===== config.mk =====
export PLATFORM = sky130hd
export DESIGN_NAME = cpu_msg_arbiter
export DESIGN_NICKNAME = d
export VERILOG_FILES = /design/src/rtl/ringleader_msg_pkg.sv /design/src/rtl/msg_prio_grant.sv /design/src/rtl/cpu_msg_arbiter.sv
export SDC_FILE = /design/constraint.sdc
export NUM_CORES = 1
export LEC_CHECK = 0
export BUFFER_PORTS_ARGS = -buffer_cell sky130_fd_sc_hd__buf_2
export CAP_MARGIN = 20
export CORE_UTILIZATION = 46
export DETAILED_ROUTE_END_ITERATION = 10
export PLACE_DENSITY = 0.8
export SYNTH_ARGS = -nofsm -noshare
export SYNTH_HDL_FRONTEND = slang
export SYNTH_HIERARCHICAL = 1
export SYNTH_SLANG_ARGS = --single-unit

===== constraint.sdc =====
create_clock -name clk -period 3.1 [get_ports clk]
set_input_delay 0.62 -clock clk [delete_from_list [all_inputs] [get_ports clk]]
set_output_delay 0.62 -clock clk [all_outputs]
set_load 0.005 [all_outputs]

===== src/rtl/ringleader_msg_pkg.sv =====
// Shared CPU-message definitions: opcodes, field layout and the done-message builder.
package ringleader_msg_pkg;

  // Opcodes carried in the low nibble of every CPU message
  localparam logic [3:0] CPU_MSG_OPC_ARM      = 4'h1;
  localparam logic [3:0] CPU_MSG_OPC_ARM_ONCE = 4'h2;
  localparam logic [3:0] CPU_MSG_OPC_DISARM   = 4'h3;
  localparam logic [3:0] CPU_MSG_OPC_DONE     = 4'h5;

  // Field layout of a CPU message
  localparam int CPU_MSG_OPC_LSB = 0;
  localparam int CPU_MSG_OPC_W   = 4;
  localparam int CPU_MSG_APP_LSB = 4;
  localparam int CPU_MSG_APP_W   = 12;
  localparam int CPU_MSG_CNT_LSB = 16;
  localparam int CPU_MSG_CNT_W   = 16;

  // One-hot grant across the three message sources
  typedef struct packed {
    logic cfg;
    logic hint;
    logic done;
  } grant_t;

  // A done message returns exactly one packet credit for the given application
  function automatic logic [31:0] build_done_msg(input logic [CPU_MSG_APP_W-1:0] app_id);
    logic [31:0] msg;
    msg = '0;
    msg[CPU_MSG_OPC_LSB +: CPU_MSG_OPC_W] = CPU_MSG_OPC_DONE;
    msg[CPU_MSG_APP_LSB +: CPU_MSG_APP_W] = app_id;
    msg[CPU_MSG_CNT_LSB +: CPU_MSG_CNT_W] = 16'd1;
    return msg;
  endfunction

endpackage


===== src/rtl/msg_prio_grant.sv =====
// Fixed-priority (cfg > hint > done) one-hot grant with a promotion override for done.
module msg_prio_grant
  import ringleader_msg_pkg::*;
(
  input  logic   i_gate,
  input  logic   i_req_cfg,
  input  logic   i_req_hint,
  input  logic   i_req_done,
  input  logic   i_promote,
  output grant_t o_grant
);

  // Pick at most one winner; a promoted done jumps ahead of cfg and hint
  always_comb begin
    o_grant = '0;
    if (i_gate) begin
      if (i_promote && i_req_done) begin
        o_grant.done = 1'b1;
      end else if (i_req_cfg) begin
        o_grant.cfg = 1'b1;
      end else if (i_req_hint) begin
        o_grant.hint = 1'b1;
      end else if (i_req_done) begin
        o_grant.done = 1'b1;
      end
    end
  end

endmodule


===== src/rtl/cpu_msg_arbiter.sv =====
// Merges cfg, hint and done/feedback sources onto a single readyless CPU-message port.
// Done grants also emit the matching free-memory request in the same output cycle.
module cpu_msg_arbiter
  import ringleader_msg_pkg::*;
#(
  parameter int QUEUE_INDEX_WIDTH = 6,
  parameter int CPU_MSG_WIDTH     = 32,
  parameter int APP_ID_WIDTH      = 4,
  parameter int RAM_ADDR_WIDTH    = 20,
  parameter int LEN_WIDTH         = 16,
  parameter int MIN_GAP           = 1,
  parameter int STARVE_LIMIT      = 15
) (
  input  logic                         clk,
  input  logic                         rst_n,
  input  logic                         s_cfg_valid,
  output logic                         s_cfg_ready,
  input  logic [QUEUE_INDEX_WIDTH-1:0] s_cfg_queue,
  input  logic [CPU_MSG_WIDTH-1:0]     s_cfg_msg,
  input  logic                         s_hint_valid,
  output logic                         s_hint_ready,
  input  logic [QUEUE_INDEX_WIDTH-1:0] s_hint_queue,
  input  logic [CPU_MSG_WIDTH-1:0]     s_hint_msg,
  input  logic                         s_done_valid,
  output logic                         s_done_ready,
  input  logic [QUEUE_INDEX_WIDTH-1:0] s_done_queue,
  input  logic [APP_ID_WIDTH-1:0]      s_done_app_id,
  input  logic [RAM_ADDR_WIDTH-1:0]    s_done_addr,
  input  logic [LEN_WIDTH-1:0]         s_done_len,
  input  logic                         free_mem_ready,
  output logic                         free_mem_req,
  output logic [RAM_ADDR_WIDTH-1:0]    free_mem_addr,
  output logic [LEN_WIDTH-1:0]         free_mem_size,
  output logic                         m_cpu_msg_valid,
  output logic [QUEUE_INDEX_WIDTH-1:0] m_cpu_msg_queue,
  output logic [CPU_MSG_WIDTH-1:0]     m_cpu_msg,
  output logic [31:0]                  grant_count_done
);

  localparam int                GAP_W    = (MIN_GAP > 1) ? $clog2(MIN_GAP) : 1;
  localparam logic [GAP_W-1:0]  GAP_LOAD = GAP_W'(MIN_GAP - 1);
  localparam int                WAIT_W   = $clog2(STARVE_LIMIT + 1);
  localparam logic [WAIT_W-1:0] WAIT_MAX = WAIT_W'(STARVE_LIMIT);

  logic [GAP_W-1:0]                r_gap_cnt;
  logic [WAIT_W-1:0]               r_wait_cnt;
  logic                            r_msg_valid;
  logic [QUEUE_INDEX_WIDTH-1:0]    r_msg_queue;
  logic [CPU_MSG_WIDTH-1:0]        r_msg;
  logic                            r_free_req;
  logic [RAM_ADDR_WIDTH-1:0]       r_free_addr;
  logic [LEN_WIDTH-1:0]            r_free_size;
  logic [31:0]                     r_grant_cnt;

  logic                            w_gap_ok;
  logic                            w_done_el;
  logic                            w_promote;
  logic                            w_any_grant;
  logic [CPU_MSG_APP_W-1:0]        w_app_ext;
  grant_t                          w_grant;

  assign w_gap_ok    = (r_gap_cnt == '0);
  // Done can only win when the allocator can take the paired free in the same cycle
  assign w_done_el   = s_done_valid && free_mem_ready;
  assign w_promote   = (r_wait_cnt == WAIT_MAX);
  assign w_app_ext   = CPU_MSG_APP_W'(s_done_app_id);
  assign w_any_grant = w_grant.cfg || w_grant.hint || w_grant.done;

  msg_prio_grant u_grant (
    .i_gate     (w_gap_ok),
    .i_req_cfg  (s_cfg_valid),
    .i_req_hint (s_hint_valid),
    .i_req_done (w_done_el),
    .i_promote  (w_promote),
    .o_grant    (w_grant)
  );

  assign s_cfg_ready      = w_grant.cfg;
  assign s_hint_ready     = w_grant.hint;
  assign s_done_ready     = w_grant.done;

  assign m_cpu_msg_valid  = r_msg_valid;
  assign m_cpu_msg_queue  = r_msg_queue;
  assign m_cpu_msg        = r_msg;
  assign free_mem_req     = r_free_req;
  assign free_mem_addr    = r_free_addr;
  assign free_mem_size    = r_free_size;
  assign grant_count_done = r_grant_cnt;

  // Enforce the minimum spacing between issued messages
  always_ff @(posedge clk or negedge rst_n) begin
    if (!rst_n) begin
      r_gap_cnt <= '0;
    end else if (w_any_grant) begin
      r_gap_cnt <= GAP_LOAD;
    end else if (r_gap_cnt != '0) begin
      r_gap_cnt <= r_gap_cnt - 1'b1;
    end
  end

  // Count consecutive cycles a pending done has been passed over (any reason)
  always_ff @(posedge clk or negedge rst_n) begin
    if (!rst_n) begin
      r_wait_cnt <= '0;
    end else if (!s_done_valid || w_grant.done) begin
      r_wait_cnt <= '0;
    end else if (r_wait_cnt != WAIT_MAX) begin
      r_wait_cnt <= r_wait_cnt + 1'b1;
    end
  end

  // Register the granted message; payload holds between grants, valid/req pulse
  always_ff @(posedge clk or negedge rst_n) begin
    if (!rst_n) begin
      r_msg_valid <= 1'b0;
      r_msg_queue <= '0;
      r_msg       <= '0;
      r_free_req  <= 1'b0;
      r_free_addr <= '0;
      r_free_size <= '0;
    end else begin
      r_msg_valid <= w_any_grant;
      r_free_req  <= w_grant.done;
      if (w_grant.cfg) begin
        r_msg_queue <= s_cfg_queue;
        r_msg       <= s_cfg_msg;
      end else if (w_grant.hint) begin
        r_msg_queue <= s_hint_queue;
        r_msg       <= s_hint_msg;
      end else if (w_grant.done) begin
        r_msg_queue <= s_done_queue;
        r_msg       <= CPU_MSG_WIDTH'(build_done_msg(w_app_ext));
        r_free_addr <= s_done_addr;
        r_free_size <= s_done_len;
      end
    end
  end

  // Saturating debug count of done grants
  always_ff @(posedge clk or negedge rst_n) begin
    if (!rst_n) begin
      r_grant_cnt <= '0;
    end else if (w_grant.done && (r_grant_cnt != 32'hFFFF_FFFF)) begin
      r_grant_cnt <= r_grant_cnt + 32'd1;
    end
  end

endmodule


# Word-level counts from Yosys, hierarchy flattened

Index checks and enable logic that the tools add are counted.

Input port bits: 128
Bits in latches: 0
Output and inout bits: 111
Bits in writable memories: 0
Word-level logic and storage cells: 45
Register bits after elaboration: 113
Memories: 0
ROM bits: 0

Eq/ne operators: 3
$add $sub $neg: 3
$lt $le $gt $ge: 0
Reductions and logical operators: 10
Bitwise logic cells: 2
Multiplexer cells: 18
Divide/modulo/power cells: 0
Multiply operators: 0
Shifts and indexed selects: 0

Operators by type and width:

| operator                                                         | count |
|---|---|
| 32-bit 2-to-1 mux                                                | 3 |
| 32-bit by 1-bit adder with 32-bit output (second input constant) | 1 |
| 32-bit != test (second input constant)                           | 1 |
| 6-bit 2-to-1 mux                                                 | 3 |
| 4-bit 2-to-1 mux                                                 | 2 |
| 1-bit 2-to-1 mux                                                 | 7 |
| 4-bit by 1-bit adder with 4-bit output (second input constant)   | 1 |
| 4-bit == test (second input constant)                            | 1 |
| 2-bit 2-to-1 mux                                                 | 2 |
| 4-bit != test (second input constant)                            | 1 |
| 1-bit logical AND                                                | 3 |
| 1-bit logical OR                                                 | 3 |
| 3-bit 2-to-1 mux                                                 | 1 |
| 3-bit AND reduction                                              | 1 |
| 3-bit nonzero test                                               | 1 |
| 1-bit inverter                                                   | 2 |
| 2-bit nonzero test                                               | 1 |
| 1-bit zero test                                                  | 1 |
| 1-bit subtractor (second input constant)                         | 1 |

# Longest topological paths before layout

Gate-level depths: netlist of the first run.

Depth after elaboration: 9
Mapped depth: 10
Depth with buffers taken out: 8

# By module

Netlist of the first run, hierarchy kept.

Modules (own cells, without submodules):

| module          | times used | seq. area each (sq um) | cells each | area an instance (sq um) |
|---|---|---|---|---|
| cpu_msg_arbiter | 1          | 2,802.7                | 441        | 4,921.0 |
| msg_prio_grant  | 1          | 0.0                    | 5          | 33.8 |

# Worst setup path before layout of the first run

Ideal clock, no wire load.

Path kind: register to register
Start: register r_wait_cnt[0]
End: register r_free_addr[0] (netlist: free_mem_addr[0])
Path slack: 0.627 ns
Library setup time: 0.125 ns
Required time: 2.975 ns
Arrival time: 2.348 ns
Buffers on the path: 3
Cell stages (with the launch flop): 10
Path through: dfrtp_1 ha_1 and3_1 clkbuf_1 nand2_1 and3_1 clkbuf_1 nor3_2 buf_2 mux2_2

Longest elaborated chain between the ends: 6
Elaborated cells between the ends (all ways): 8

RTL lines:

| what                                 | line                   | source |
|---|---|---|
| start: declaration                   | cpu_msg_arbiter.sv:46  | `logic [WAIT_W-1:0] r_wait_cnt;` |
| start signal: assignment             | cpu_msg_arbiter.sv:108 | `r_wait_cnt <= r_wait_cnt + 1'b1;` |
| 4-bit == test                        | cpu_msg_arbiter.sv:65  | `assign w_promote = (r_wait_cnt == WAIT_MAX);` |
| named net w_promote                  | cpu_msg_arbiter.sv:57  | `logic w_promote;` |
| 1-bit logical AND                    | msg_prio_grant.sv:17   | `if (i_promote && i_req_done) begin` |
| 2-bit 2-to-1 mux                     | msg_prio_grant.sv:17   |  |
| 3-bit 2-to-1 mux                     | msg_prio_grant.sv:16   | `if (i_gate) begin` |
| named net s_cfg_ready                | cpu_msg_arbiter.sv:17  | `output logic s_cfg_ready,` |
| 1-bit inverter (no source line)      | --                     |  |
| 3-bit AND reduction (no source line) | --                     |  |
| end signal: assignment               | cpu_msg_arbiter.sv:133 | `r_free_addr <= s_done_addr;` |
| end: declaration                     | cpu_msg_arbiter.sv:51  | `logic [RAM_ADDR_WIDTH-1:0] r_free_addr;` |

The timed path passes the listed nets, and every way through them passes these cells.
A chain may end at the register's enable or synchronous reset.

# Worst setup path after layout of the first run

Start: register r_wait_cnt[0]
End: output s_hint_ready

Longest elaborated chain between the ends: 4

RTL lines:

| what              | line                  | source |
|---|---|---|
| 4-bit == test     | cpu_msg_arbiter.sv:65 |  |
| 1-bit logical AND | msg_prio_grant.sv:17  |  |
| 2-bit 2-to-1 mux  | msg_prio_grant.sv:17  |  |
| 3-bit 2-to-1 mux  | msg_prio_grant.sv:16  |  |
| end: declaration  | cpu_msg_arbiter.sv:21 | `output logic s_hint_ready,` |

Every way passes these cells.

==> results of run 1 <==
==> worst max-delay path, stage by stage (launching register included) <==
cell     delay, ns
dfrtp_1       0.43
ha_1          0.25
and3_1        0.22
nand2_1       0.13
and4b_2       0.55
buf_2         0.20
==> sequential cells by signal (all words and copies together) (netlist names) <==
name,flops
free_mem_size,16
m_cpu_msg_queue,6
free_mem_req,1
grant_count_done,32
m_cpu_msg_valid,1
r_wait_cnt,4
free_mem_addr,20
m_cpu_msg,32
==> final timing paths <==
kind | start | to | slack [ns] | cells after the start
worst max-delay path | r_wait_cnt[0] | s_hint_ready | 0.32 | 5
min in group clk | s_cfg_msg[29] | m_cpu_msg[29] | 0.44 | 3
worst min-delay path | rst_n | grant_count_done[12] | 0.15 | 1
worst min register to register | grant_count_done[26] | grant_count_done[26] | 0.51 | 1
worst max register to register | r_wait_cnt[0] | grant_count_done[18] | 0.40 | 7
max in group asynchronous | rst_n | m_cpu_msg[5] | 2.21 | 2
==> per-layer routing <==
layer  track usage  vias to the layer above  routed length [um]
met2         0.401                      178                6460
li1              -                     2039                   -
met5             0                        -                   8
met1         0.292                     2075                5310
met4         0.128                        2                 418
met3        0.0563                       33                 906
==> logic make-up (layout without fill, tap and decap cells) <==
logic type | count (synthesis) | after routing | share of synthesized area
other | 1 | 4 | 0.000757
multiplexers | 48 | 48 | 0.106
adder cells (fa/ha/maj) | 2 | 2 | 0.00505
AND/OR/NAND/NOR | 138 | 138 | 0.139
XOR/XNOR | 30 | 30 | 0.0530
buffers and inverters | 29 | 267 | 0.0242
flip-flops | 112 | 112 | 0.566
AO/OA/AOI/OAI | 86 | 86 | 0.106
==> cells in the mapped netlist (11+ instances only) <==
cell,count,share of area
a21oi_1,12,0.012
a22oi_1,25,0.038
clkbuf_1,17,0.013
dfrtp_1,112,0.57
mux2_2,37,0.084
mux2i_1,11,0.022
nand2_1,54,0.041
nand3_1,16,0.016
nor2_1,28,0.021
o21ai_0,38,0.038
xnor2_1,18,0.032
xor2_1,12,0.021
==> layout by cell type, fill, tap and decap left out, types with 9 or more instances in the layout <==
| cell | count |
|---|---|
| a21oi_1 | 12 |
| a22oi_1 | 25 |
| buf_2 | 237 |
| clkbuf_8 | 9 |
| dfrtp_1 | 112 |
| mux2_2 | 37 |
| mux2i_1 | 11 |
| nand2_1 | 54 |
| nand3_1 | 16 |
| nand4_1 | 10 |
| nor2_1 | 28 |
| o21ai_0 | 38 |
| xnor2_1 | 18 |
| xor2_1 | 12 |
==> metrics by stage <==
step / hold slack [ns] / instance area, um^2
CTS: 0.148 / 6530
finish: 0.145 / 6530
detailed placement: 0.486 / 6310
global route: 0.160 / 6530
floorplan: 0.324 / 4960
global placement: 0.482 / 6310
==> power breakdown <==
group	internal (W)	switching (W)	total [W]
clock	0.000457	0.000499	0.000956
combinational	0.000346	0.000278	0.000624
sequential	0.00166	0.000129	0.00179
==> area by class of cell <==
| type | instances | area [um^2] | share of cell area |
|---|---|---|---|
| sequential | 112 | 2800 | 0.429 |
| clock buffer | 9 | 124 | 0.0190 |
| multi-input combinational | 307 | 2050 | 0.314 |
| timing repair buffer | 246 | 1270 | 0.194 |
| antenna | 1 | 2.50 | 0.000383 |
| inverter | 5 | 18.8 | 0.00287 |
| tap | 136 | 170 | 0.0261 |
| clock inverter | 7 | 96.3 | 0.0148 |
==> out/metrics.csv, run 1 <==
metric,value,unit
worst_pin_slew,0.607,ns
finalHoldViolCount,0,
die-area,11200,um^2
hpwl,10.0,mm
core_region_area,10400,um^2
syn_area,4950,um^2
die_h,106,um
grt_pass1_vias,4317,
total_power,0.00337,W
start_util,0.478,
fin_ws,0.317,ns
ir_worst_vdd,0.268,mV
clockBufferDepth,2,
crit_arrival,2.16,ns
clkSlewWorstSetupHoldPaths,0.11,ns
cp.required,2.48,ns
clock-root-buffer,clkbuf_8,
cts_buffers,9,
dp_cells,806,
cp-end-kind,output port,
die-width,106,um
period_share,0.898,
cts-resized-gates,0,
drv_cap,0,
grt_max_degree,78,
drt_iter0_markers,170,
grt.total_usage,0.241,
grt_overflow,0,
firstDrtPassIters,4,
ioPinCount,239,
synth_edf_count,0,
seq_area_frac_synth,0.566,
syn2layout_area_growth,31.8,%
syn-instance-count,446,
synthDistinctLibCells,41,
p_leak,3.37,nW
fillerInstances,892,
row_count,37,
finalCriticalPeriod,2.78,ns
synth_seq_cells,112,
critical_path_class,reg2out,
gp_congestion,0.850,
grt_antenna_before_repair,2,
hold_class,in2async,
worstSetupStartpointType,flop,
final_net_count,811,
powerDensity,516,nW/um^2
final_max_slew_viol_count,0,
async_reset_ff_frac,1.00,
dp_worst_setup_slack,0.380,ns
clock_latency,0.38,ns
holdBufCountCts,0,
grt_pass1_wl,20.9,mm
routed_via_density,5.26,
ant_nets,0,
drc,0,
clock-sinks,112,
cts_tree,built,
layoutNonFillerInstCount,823,
finClkSkew,0.0103,ns
post_cts_buffers,0,
wirelength,13.1,mm
syn-mean-instance-area,11.1,um^2
ys_warn_count,6,
final_util,0.630,
drive_gt1_frac,0.453,
slew_headroom,0.596,
htree_levels,3,
setup_viol,0,
rsz0062_at_grt,no,
critPathMaxFanout,20,
ys.flop_type,dfrtp_1,
timing.setup.tns,0,ns
fmax,359,MHz
wire_per_inst,15.9,um
status,completed,
io_buffers,238,
vias,4327,
(Power assumes the default switching activity.)
==> inputs of run 2 (changes only) <==
--- a/config.mk
+++ b/config.mk
@@ -7,8 +7,10 @@
 export LEC_CHECK = 0
 export BUFFER_PORTS_ARGS = -buffer_cell sky130_fd_sc_hd__buf_2
 export CAP_MARGIN = 20
+export CORE_MARGIN = 4
 export CORE_UTILIZATION = 46
 export DETAILED_ROUTE_END_ITERATION = 10
+export GPL_TIMING_DRIVEN = 1
 export PLACE_DENSITY = 0.8
 export SYNTH_ARGS = -nofsm -noshare
 export SYNTH_HDL_FRONTEND = slang
==> out/metrics.csv, run 2 (synthesis gave the netlist of run 1 again) <==
metric,value,unit,change
gp_congestion,0.832,,-2.0%
clockBufferDepth,2,,unchanged
grt.total_usage,0.212,,-0.0290
drc,0,,unchanged
layoutNonFillerInstCount,821,,-0.24%
fillerInstances,874,,-2.0%
slew_headroom,0.471,,-0.125
final_cell_mix,"buf_2, dfrtp_1, nand2_1, o21ai_0, mux2_2",,
p_leak,3.35,nW,-0.44%
switching_share,0.264,,-0.00439
timing.setup.tns,0,ns,unchanged
timing.hold.ws,0.320,ns,+0.175 ns
cp.required,2.48,ns,about the same
htree_levels,3,,unchanged
final_max_slew_viol_count,0,,unchanged
die-area,12500,um^2,+12%
ff2ff_setup_slack,0.59,ns,+0.19 ns
status,completed,,
critPathMaxFanout,13,,-35%
drive_gt1_frac,0.452,,-0.00160
clock-root-buffer,clkbuf_8,,
clkSlewWorstSetupHoldPaths,0.10,ns,about the same
clock-sinks,112,,unchanged
dp_cells,804,,-0.25%
finClkSkew,0.0111,ns,+0.000783 ns
grt_max_degree,78,,unchanged
vias,4284,,-0.99%
grt_pass1_wl,21.5,mm,+3.2%
cts_buffers,9,,unchanged
ant_nets,0,,unchanged
wire_per_inst,16.4,um,+3.0%
period_share,0.860,,-0.0379
critical_path_class,reg2out,,
ioPinCount,239,,unchanged
internal_power,0.00241,W,-2.3%
worstSetupStartpointType,flop,,
ir_worst_vdd,0.233,mV,-13%
r2r_end,free_mem_addr[4],,
final_common_cell,buf_2,,
cts-resized-gates,0,,unchanged
finalCriticalPeriod,2.67,ns,-0.117 ns
hpwl,10.5,mm,+4.4%
grt_antenna_before_repair,0,,-2
met2_usage,0.364,,-0.0369
setup_viol,0,,unchanged
die-width,112,um,+5.7%
start_util,0.476,,-0.00212
post_cts_buffers,0,,unchanged
rr_startpoint,r_wait_cnt[0],,
routed_via_density,5.22,,-0.75%
crit_arrival,2.05,ns,-0.11 ns
grt-busiest-layer,met2,,
clock_latency,0.36,ns,-0.02 ns
syn2layout_area_growth,31.1,%,
p_sw,0.000865,W,-4.5%
final_net_count,809,,-0.25%
power_frac_clock,0.263,,-0.021
grt_pass1_vias,4338,,+0.49%
rsz0062_at_grt,no,,
hold_class,in2async,,
grt_use_met3,0.0630,,+0.00677
wirelength,13.5,mm,+2.7%
grt_use_met1,0.249,,-0.0425
comb_power_share,0.192,,+0.007
p_seq_frac,0.545,,+0.014
firstDrtPassIters,4,,unchanged
io_buffers,238,,unchanged
holdBufCountCts,0,,unchanged
finalHoldViolCount,0,,unchanged
cp-end-kind,output port,,
die_h,112,um,+5.7%
core_region_area,10400,um^2,+0.45%
row_count,37,,unchanged
r2r_cells,7,,unchanged
grt_overflow,0,,unchanged
fmax,375,MHz,+4.4%
cts_tree,built,,
drt_iter0_markers,161,,-5.3%
worst_pin_slew,0.794,ns,+0.187 ns
drv_cap,0,,unchanged
powerDensity,504,nW/um^2,-2.4%
[run 2: critical path, stage by stage, from the launching register on]
cell and delay, ns:
dfrtp_1 0.41, ha_1 0.23, and3_1 0.27, o211a_1 0.31, buf_4 0.31, buf_2 0.16
[run 2: layout make-up]
type	count	area [um^2]	area share
well taps	136	170	0.0262
multi-input cells	307	2050	0.315
repair buffers	244	1250	0.193
clock buffers	14	193	0.0297
clock inverters	2	10.0	0.00154
inverters	5	18.8	0.00289
flip-flops and latches	112	2800	0.431
diodes	1	2.50	0.000385
[run 2: worst max path at each step]
stage          slack, ns  depth (start not counted)          start               end
3_5_place_dp        0.62                          7  r_wait_cnt[0]  free_mem_addr[4]
5_1_grt             0.31                          5  r_wait_cnt[0]      s_done_ready
6_report            0.43                          5  r_wait_cnt[0]      s_done_ready
4_1_cts             0.40                          5  r_wait_cnt[0]      s_done_ready
3_3_place_gp        0.71                          7   s_done_valid  free_mem_addr[4]
2_1_floorplan       0.63                          9  r_wait_cnt[0]  free_mem_addr[0]
[run 2: through the flow]
step / instance area [um^2] / total power, W / worst slack, ns / utilization
after global routing: 6490 / 0.00348 / 0.308 / 0.623
after floorplan: 4960 / 0.00206 / 0.627 / -
after global placement: 6290 / 0.00242 / 0.710 / 0.604
after CTS: 6490 / 0.00333 / 0.401 / 0.623
after detailed placement: 6290 / 0.00245 / 0.624 / 0.604
final: 6500 / 0.00327 / 0.434 / 0.624
[run 2: routing by layer]
| metal | wire length (um) | up-vias |
|---|---|---|
| li1 | - | 2035 |
| met1 | 5170 | 2035 |
| met2 | 6700 | 188 |
| met3 | 1220 | 26 |
| met4 | 375 | 0 |
| met5 | 0 | - |
[run 2: power by group through the flow]
stage	clock network (W)	registers, W	logic [W]
finish	0.000859	0.00178	0.000628
detailed placement	0	0.00181	0.000641
global route	0.000965	0.00181	0.000700
global placement	0	0.00181	0.000616
floorplan	0	0.00182	0.000240
CTS	0.000904	0.00179	0.000642
==> inputs of run 3 (changes only) <==
--- a/config.mk
+++ b/config.mk
@@ -7,11 +7,12 @@
 export LEC_CHECK = 0
 export BUFFER_PORTS_ARGS = -buffer_cell sky130_fd_sc_hd__buf_2
 export CAP_MARGIN = 20
-export CORE_MARGIN = 4
-export CORE_UTILIZATION = 46
+export CORE_MARGIN = 1.5
+export CORE_UTILIZATION = 48
+export CTS_BUF_LIST = sky130_fd_sc_hd__clkbuf_4
 export DETAILED_ROUTE_END_ITERATION = 10
 export GPL_TIMING_DRIVEN = 1
-export PLACE_DENSITY = 0.8
+export PLACE_DENSITY = 0.83
 export SYNTH_ARGS = -nofsm -noshare
 export SYNTH_HDL_FRONTEND = slang
 export SYNTH_HIERARCHICAL = 1
==> out/metrics.csv, run 3 (synthesis gave the netlist of run 1 again) <==
metric,value,unit,change
status,completed,,
clock-sinks,112,,unchanged
multi_input_area,2050,um^2,unchanged
cts_tree,built,,
drt_iter0_markers,115,,-29%
clock-root-buffer,clkbuf_4,,
wirelength,12.9,mm,-3.9%
syn2layout_area_growth,30.8,%,
holdBufCountCts,0,,unchanged
row_count,36,,-2.7%
grt_pass1_vias,4471,,+3.1%
ir_worst_vdd,0.234,mV,+0.80%
clkSlewWorstSetupHoldPaths,0.16,ns,+0.06 ns
routed_via_density,5.21,,about the same
dp_worst_setup_slack,0.462,ns,-0.161 ns
fmax,346,MHz,-7.9%
final_common_cell,buf_2,,
grt_antenna_before_repair,2,,+2
grt_pass1_wl,20.9,mm,-3.0%
drive_gt1_frac,0.452,,unchanged
ant_nets,0,,unchanged
grt_max_degree,78,,unchanged
finClkSkew,0.0145,ns,+0.00345 ns
powerDensity,511,nW/um^2,+1.5%
worst_pin_slew,0.734,ns,-0.0600 ns
cp-end-kind,output port,,
drc,0,,unchanged
crit_arrival,2.27,ns,+0.22 ns
ioPinCount,239,,unchanged
drv_cap,0,,unchanged
rsz0062_at_grt,no,,
hold_class,in2async,,
cts-resized-gates,0,,unchanged
firstDrtPassIters,4,,unchanged
die-width,105,um,-6.4%
fillerInstances,818,,-6.4%
cp.required,2.48,ns,about the same
final_net_count,809,,unchanged
clock_latency,0.45,ns,+0.09 ns
finalCriticalPeriod,2.89,ns,+0.228 ns
finalHoldViolCount,0,,unchanged
post_cts_buffers,0,,unchanged
cts_buffers,9,,unchanged
vias,4271,,-0.30%
gp_congestion,0.827,,-0.60%
p_leak,3.34,nW,-0.19%
die-area,10900,um^2,-12%
final_max_slew_viol_count,0,,unchanged
grt_overflow,0,,unchanged
period_share,0.934,,+0.0735
critPathMaxFanout,25,,+12
wire_per_inst,15.8,um,-3.7%
timing.hold.ws,0.192,ns,-0.128 ns
final_cell_mix,"buf_2, dfrtp_1, nand2_1, o21ai_0, mux2_2",,
setup_viol,0,,unchanged
critical_path_class,reg2out,,
fin_ws,0.206,ns,-0.228 ns
start_util,0.500,,+0.0243
hpwl,9.80,mm,-6.4%
slew_headroom,0.511,,+0.0400
die_h,105,um,-6.4%
seq_area,2800,um^2,unchanged
worstSetupStartpointType,flop,,
grt.total_usage,0.239,,+0.0262
timing.setup.tns,0,ns,unchanged
clockBufferDepth,2,,unchanged
io_buffers,238,,unchanged
htree_levels,3,,unchanged
core_region_area,9910,um^2,-4.9%
[run 3: cell types whose count changed in the layout (fill, tap and decap cells not counted)]
| cell | previous run | this run |
|---|---|---|
| bufinv_16 | 0 | 3 |
| clkbuf_4 | 0 | 13 |
| clkbuf_8 | 14 | 0 |
| clkinv_2 | 2 | 0 |
| diode_2 | 1 | 2 |
[run 3: layout make-up]
| class | count | area share |
|---|---|---|
| tap | 133 | 0.0257 |
| clock buffer | 13 | 0.0151 |
| sequential | 112 | 0.433 |
| inverter | 5 | 0.00290 |
| multi-input combinational | 307 | 0.316 |
| timing repair buffer | 244 | 0.193 |
| clock inverter | 3 | 0.0139 |
| antenna | 2 | 0.000772 |
[run 3: worst max-delay path, stage by stage (launching register included)]
cell and delay (ns):
dfrtp_1 0.45, ha_1 0.26, and3_1 0.22, nand2_1 0.10
and4b_2 0.59, buf_2 0.21
[run 3: path summary, 6_finish.rpt]
| check | endpoint | slack [ns] | cells past startpoint | startpoint |
|---|---|---|---|---|
| hold / removal | m_cpu_msg[0] | 0.19 | 1 | rst_n |
| min in group clk | m_cpu_msg[30] | 0.36 | 3 | s_cfg_msg[30] |
| setup / recovery | s_hint_ready | 0.21 | 5 | r_wait_cnt[0] |
| max in group asynchronous | grant_count_done[1] | 2.15 | 2 | rst_n |
| setup reg to reg | free_mem_size[7] | 0.46 | 7 | r_wait_cnt[0] |
| hold reg to reg | grant_count_done[26] | 0.51 | 1 | grant_count_done[26] |
[run 3: report_power, final]
part | leakage [nW] | switching, W | total, W | internal [W]
Sequential | 1.43 | 0.000124 | 0.00178 | 0.00166
Clock | 0.102 | 0.000457 | 0.000903 | 0.000447
Combinational | 1.81 | 0.000278 | 0.000623 | 0.000345
[run 3: layer usage]
layer,track usage,vias to the layer above,routed length [um]
met2,0.405,166,6440
met4,0.115,0,325
li1,-,2040,-
met1,0.283,2040,5170
met3,0.0611,25,993
met5,0,-,0
[run 3: through the flow]
stage | utilization | instance area, um^2 | power (W) | instances
after floorplan | - | 4960 | 0.00206 | 448
after global placement | 0.634 | 6290 | 0.00241 | 801
after detailed placement | 0.634 | 6290 | 0.00245 | 801
after CTS | 0.653 | 6470 | 0.00335 | 817
after global routing | 0.654 | 6480 | 0.00348 | 819
final | 0.654 | 6480 | 0.00331 | 819
